**config.mk**
```make
export PLATFORM = sky130hd
export DESIGN_NAME = decode_issue_stage
export DESIGN_NICKNAME = d
export VERILOG_FILES = /design/src/rtl/decode_issue_stage.sv
export SDC_FILE = /design/constraint.sdc
export NUM_CORES = 1
export LEC_CHECK = 0
export ABC_AREA = 1
export CORE_MARGIN = 2
export CORE_UTILIZATION = 48
export DETAILED_ROUTE_END_ITERATION = 8
export PLACE_DENSITY = 0.91
export SKIP_LAST_GASP = 1
export SYNTH_ARGS = -nofsm -noshare
export SYNTH_HDL_FRONTEND = slang
export SYNTH_SLANG_ARGS = --single-unit
```
**constraint.sdc**
```tcl
create_clock -name clk -period 3.2 [get_ports clk]
set_clock_uncertainty 0.15 [all_clocks]
set_input_delay 0.8 -clock clk [delete_from_list [all_inputs] [get_ports clk]]
set_output_delay 0.8 -clock clk [all_outputs]
set_load 0.1 [all_outputs]
```
**src/rtl/decode_issue_stage.sv**
```systemverilog
// IF/ID holding register plus ARM decoder with a pending-write scoreboard.
// Latency: accept on edge N, decode valid after N, earliest issue on edge N+1; holds on hazard or !issueReady.
module decode_issue_stage #(
    parameter int NUM_REGS = 16
) (
    input  logic        clk,
    input  logic        reset,
    input  logic [31:0] instrIn,
    input  logic [31:0] pcIn,
    input  logic        instrValid,
    output logic        instrReady,
    input  logic        flush,
    input  logic        issueReady,
    output logic        issueValid,
    output logic [3:0]  readReg1,
    output logic [3:0]  readReg2,
    output logic [3:0]  writeDestination,
    output logic        writeEnable,
    output logic [3:0]  aluOp,
    output logic        useImm,
    output logic [31:0] imm,
    output logic        isLoad,
    output logic        isStore,
    output logic        isBranch,
    output logic [3:0]  condCode,
    output logic [31:0] pcOut,
    output logic        stall,
    input  logic        wbEnable,
    input  logic [3:0]  wbDest
);

    logic                held_valid;
    logic [31:0]         held_instr;
    logic [31:0]         held_pc;
    logic [NUM_REGS-1:0] pending;

    logic                writes;
    logic                use_rn;
    logic                use_rm;
    logic [31:0]         imm8_ext;
    logic [4:0]          rot_amt;
    logic                hazard;
    logic                fire;
    logic [NUM_REGS-1:0] clr_mask;
    logic [NUM_REGS-1:0] set_mask;

    assign imm8_ext = {24'b0, held_instr[7:0]};
    assign rot_amt  = {held_instr[11:8], 1'b0};

    always_comb begin
        aluOp            = 4'b0000;
        useImm           = 1'b0;
        imm              = 32'b0;
        isLoad           = 1'b0;
        isStore          = 1'b0;
        isBranch         = 1'b0;
        readReg1         = held_instr[19:16];
        readReg2         = held_instr[3:0];
        writeDestination = held_instr[15:12];
        writes           = 1'b0;
        use_rn           = 1'b0;
        use_rm           = 1'b0;
        case (held_instr[27:26])
            2'b00: begin
                aluOp  = held_instr[24:21];
                // TST/TEQ/CMP/CMN only set flags; MOV/MVN ignore Rn
                writes = (held_instr[24:23] != 2'b10);
                use_rn = !((held_instr[24:21] == 4'b1101) || (held_instr[24:21] == 4'b1111));
                if (held_instr[25]) begin
                    useImm = 1'b1;
                    imm    = (imm8_ext >> rot_amt) | (imm8_ext << (6'd32 - {1'b0, rot_amt}));
                end else begin
                    use_rm = 1'b1;
                end
            end
            2'b01: begin
                use_rn = 1'b1;
                useImm = 1'b1;
                imm    = {20'b0, held_instr[11:0]};
                aluOp  = held_instr[23] ? 4'b0100 : 4'b0010;
                if (held_instr[20]) begin
                    isLoad = 1'b1;
                    writes = 1'b1;
                end else begin
                    isStore  = 1'b1;
                    readReg2 = held_instr[15:12];
                    use_rm   = 1'b1;
                end
            end
            2'b10: begin
                isBranch = 1'b1;
                imm      = {{6{held_instr[23]}}, held_instr[23:0], 2'b00};
                if (held_instr[24]) begin
                    writes           = 1'b1;
                    writeDestination = 4'd14;
                end
            end
            default: ;
        endcase
    end

    // Hazard looks only at the registered mask, so a writeback releases the stall one cycle later
    assign hazard      = held_valid && ((use_rn && pending[readReg1]) ||
                                        (use_rm && pending[readReg2]) ||
                                        (writes && pending[writeDestination]));
    assign stall       = hazard;
    assign issueValid  = held_valid && !hazard && !flush;
    assign fire        = issueValid && issueReady;
    assign instrReady  = !held_valid || fire || flush;
    assign writeEnable = held_valid && writes;
    assign condCode    = held_instr[31:28];
    assign pcOut       = held_pc;

    assign clr_mask = wbEnable ? (NUM_REGS'(1) << wbDest) : '0;
    assign set_mask = (fire && writeEnable) ? (NUM_REGS'(1) << writeDestination) : '0;

    always_ff @(posedge clk or negedge reset) begin
        if (!reset) begin
            held_valid <= 1'b0;
            held_instr <= 32'b0;
            held_pc    <= 32'b0;
            pending    <= '0;
        end else begin
            if (instrValid && instrReady) begin
                held_valid <= 1'b1;
                held_instr <= instrIn;
                held_pc    <= pcIn;
            end else if (fire || flush) begin
                held_valid <= 1'b0;
            end
            pending <= (pending & ~clr_mask) | set_mask;
        end
    end

endmodule
```
==> summary.md <==
| Metric | Value |
|---|---|
| Switching part of the total power | `57.6%` |
| Post-Synthesis Cells | `783` |
| Synth Register Bits | `81` |
| CTS tree | `yes` |
| First drt pass iteration count | `6` |
| Post-synth cell types | `36` |
| First-pass GRT wire length | `29.6 mm` |
| Final core area utilization | `78.7%` |
| Avg Inst Size Synth | `6.77 sq um` |
| Cell mode on critical path | `nand3_2` |
| CP bufs+invs | `2` |
| Hold Crit Class | `input pin to async pin` |
| Clk root buf | `clkbuf_8` |
| GPL Wtd Cong | `0.948` |
| WS Path Type | `register to primary output` |
| Crit-path cells | `inv_1, nand2_2, nor2_4, nand2_4, nand3_1, nand3_2, nand3_2, nand3_2, nand3_4, nand2_4, o21bai_4, buf_12` |
| Pwr/cell area | `926 nW/um^2` |
| M1 wire length | `7.13 mm` |
| Clock Power Share | `10.6%` |
| WL met2 | `9.08 mm` |
| Delay of the slowest critical-path stage | `0.43 ns` |
| P_int | `3330 uW` |
| Ys flop type | `dfrtp_1` |
| Fin. max-slew vios | `0` |
| DRC | `0` |
| Ranking of synthesized cells by area | `dfrtp_1 (38%), nand2_1 (17%), nand3_1 (12%)` |
| Max rail drop VDD | `0.628 mV` |
| Worst slew margin | `60.4%` |
| Post-synth EDFFs | `0` |
| Met3 routed WL | `2.00 mm` |
| IO Pins | `166` |
| Mapped cell area | `5300 sq um` |
| GRT overflow | `0` |
| Sequential power share | `18.7%` |
| Top layer in use | `met4` |
| Core area | `10800 sq um` |
| Final HPWL DP | `13.9 mm` |
| Drt wl/cell | `17.1 um` |
| Ant diodes | `0` |
| Htree depth | `3` |
| Worst Path Required | `2.25 ns` |
| CP Launch Point | `held_instr[27]` |
| Violated checks | `negative setup slack` |
| Clock Latency Late Sink | `0.37 ns` |
| Max-Cap Viols | `0` |
| Layout cell share with drive strength beyond 1 | `28.8%` |
| Largest net degree at the start of global routing | `67` |
| Crit end category | `primary output` |
| DRT antenna net count | `0` |
| Fin nets | `1043` |
| Final hold violations | `0` |
| Final worst setup slack | `-0.130 ns` |
| Crit share post-route | `104%` |
| Die height | `109 um` |
| Initial Utilization | `49.1%` |
| Die Span X | `109 um` |
| Die area | `11900 sq um` |
| Async SR Flop Fraction | `100%` |
| Pwr Total | `7870 uW` |
| Syn_nets | `858` |
| Fmax achieved | `0.300 GHz` |
| Cell taking the most area after synthesis | `dfrtp_1` |
| CP max stage cell | `dfrtp_1` |
| Number of global-route vias before repair | `5852` |
| Port bufs | `165` |
| Worst-Margin Slew | `0.594 ns` |
| Worst EP arrival | `2.38 ns` |
| Leak Pwr | `0.00409 uW` |
| Crit-path max FO | `9` |
| CTS clk-pin slew, worst paths | `0.09 ns` |
| Routed vias/inst | `5.66` |
| Initial antenna violation count | `0` |
| Worst Hold Slack | `0.265 ns` |
| Post-CTS Hold Fix Bufs | `0` |
| Rows | `38` |
| Register area share after synthesis | `38.3%` |
| Area growth, synth to finish | `60.4%` |
| Post-synth top area share | `38.3%` |
| Total track usage | `32.2%` |
| Setup Viol. Count Final | `3` |
| 1st-iter DRT viols | `720` |
| Minimum clock period | `3.33 ns` |
| Cell family with most CP delay | `simple AND/OR/NAND/NOR gates` |
| Yosys warns | `0` |
| Reg2reg start | `held_instr[26]` |
| WL final | `19.0 mm` |
| NetSw | `4530 uW` |
| Sinks on the clock net | `81` |
| RSZ-0062 raised after global routing | `yes` |
| Startpoint types | `register` |
| Status | `complete, but fails checks` |
| Combinational share of power | `70.7%` |
| Total CTS buffers | `9` |
| Vias | `6303` |
| Fin Setup TNS | `-0.322 ns` |
| Clock Tree Buf Depth | `2` |
worst register-to-register path, delay by kind of cell (launching register included):
kind / cells / cell delay, ns
and+or+nand+nor: 12 / 1.41
buffers and inverters: 5 / 0.90
DFF: 1 / 0.45
AOI/OAI and AO/OA: 1 / 0.08
cells by family after synthesis:
kind of cell / count (synthesis) / share of synthesized area (%)
compound gates: 110 / 12.2
xor+xnor: 2 / 0.331
fa+ha+maj: 1 / 0.236
buf+inv: 132 / 11.4
flops: 81 / 38.3
simple gates: 457 / 37.6
cell usage after synthesis, types with 2 or more instances:
cell type / count
dfrtp_1: 81
a22oi_1: 2
buf_2: 7
o211ai_1: 5
a21oi_1: 18
o31ai_1: 2
nand2_4: 2
nor2_4: 3
nand3_2: 2
nand2_2: 4
o22ai_1: 9
nand3_1: 127
clkbuf_1: 18
o21ai_0: 57
o21ai_2: 3
o21ai_1: 3
xor2_1: 2
buf_1: 2
nand2_1: 244
nor3_1: 18
inv_2: 9
inv_1: 73
buf_4: 16
o221ai_1: 7
buf_6: 5
nor2_1: 45
a221o_1: 2
nand4_1: 8
clkinv_1: 2
path summary, 6_finish.rpt:
path / slack, ns / end / depth (start not counted)
setup reg to reg: 0.16 / held_instr[27] / 18
hold reg to reg: 0.33 / pcOut[31] / 2
setup / recovery: -0.13 / instrReady / 12
max in group asynchronous: 1.99 / held_instr[9] / 2
hold / removal: 0.27 / pending[7] / 1
min in group clk: 0.33 / pcOut[31] / 2
final cells by class:
cell class              count  area (sq um)
multi-input cells         570          3210
clock inverters             6          81.3
inverters                  84           347
clock buffers              10           138
flip-flops and latches     81          2030
well taps                 140           175
repair buffers            222          2520
fillers                   697          2290
flip-flops by register name, indices dropped and copies added, names as in the netlist:
register	flops
pending	16
held_valid	1
held_instr	32
pcOut	32
per-stage QoR:
step	cells	setup WS, ns	instance area (sq um)
floorplan	783	-0.268	5690
global placement	1065	0.219	7730
detailed placement	1065	0.159	7730
CTS	1094	-0.113	8130
global route	1113	-0.224	8500
finish	1113	-0.130	8500
layer usage:
metal	GRT usage, %	vias up
li1	-	2930
met1	41.5	2904
met2	52.8	399
met3	7.29	70
met4	12.2	0
met5	0	-
power by group through the flow:
stage,logic (uW),clock network (uW),registers [uW]
2_1_floorplan,3050,0,2040
3_3_place_gp,5040,0,1460
3_5_place_dp,5090,0,1460
4_1_cts,5240,844,1450
5_1_grt,5810,892,1490
6_report,5560,833,1470
layout by cell type (no fill, tap or decap), drive strengths merged, types with 11 or more instances in the layout:
master and count:
nand2 250, buf 150, nand3 129, inv 85
dfrtp 81, clkdlybuf4s50 71, o21ai 63, nor2 49
nor3 19, a21oi 18, clkbuf 11
what timing repair did:
| item | CTS | global route |
|---|---|---|
| buffers inserted | 13 | 18 |
| cloned | 0 | 1 |
| pin swaps | 10 | 21 |
| setup endpoints to repair | 26 | 34 |
| hold endpoints to repair | 0 | 0 |
| gates resized for setup | 26 | 53 |
Note: power is estimated with default switching activity, not from simulation.
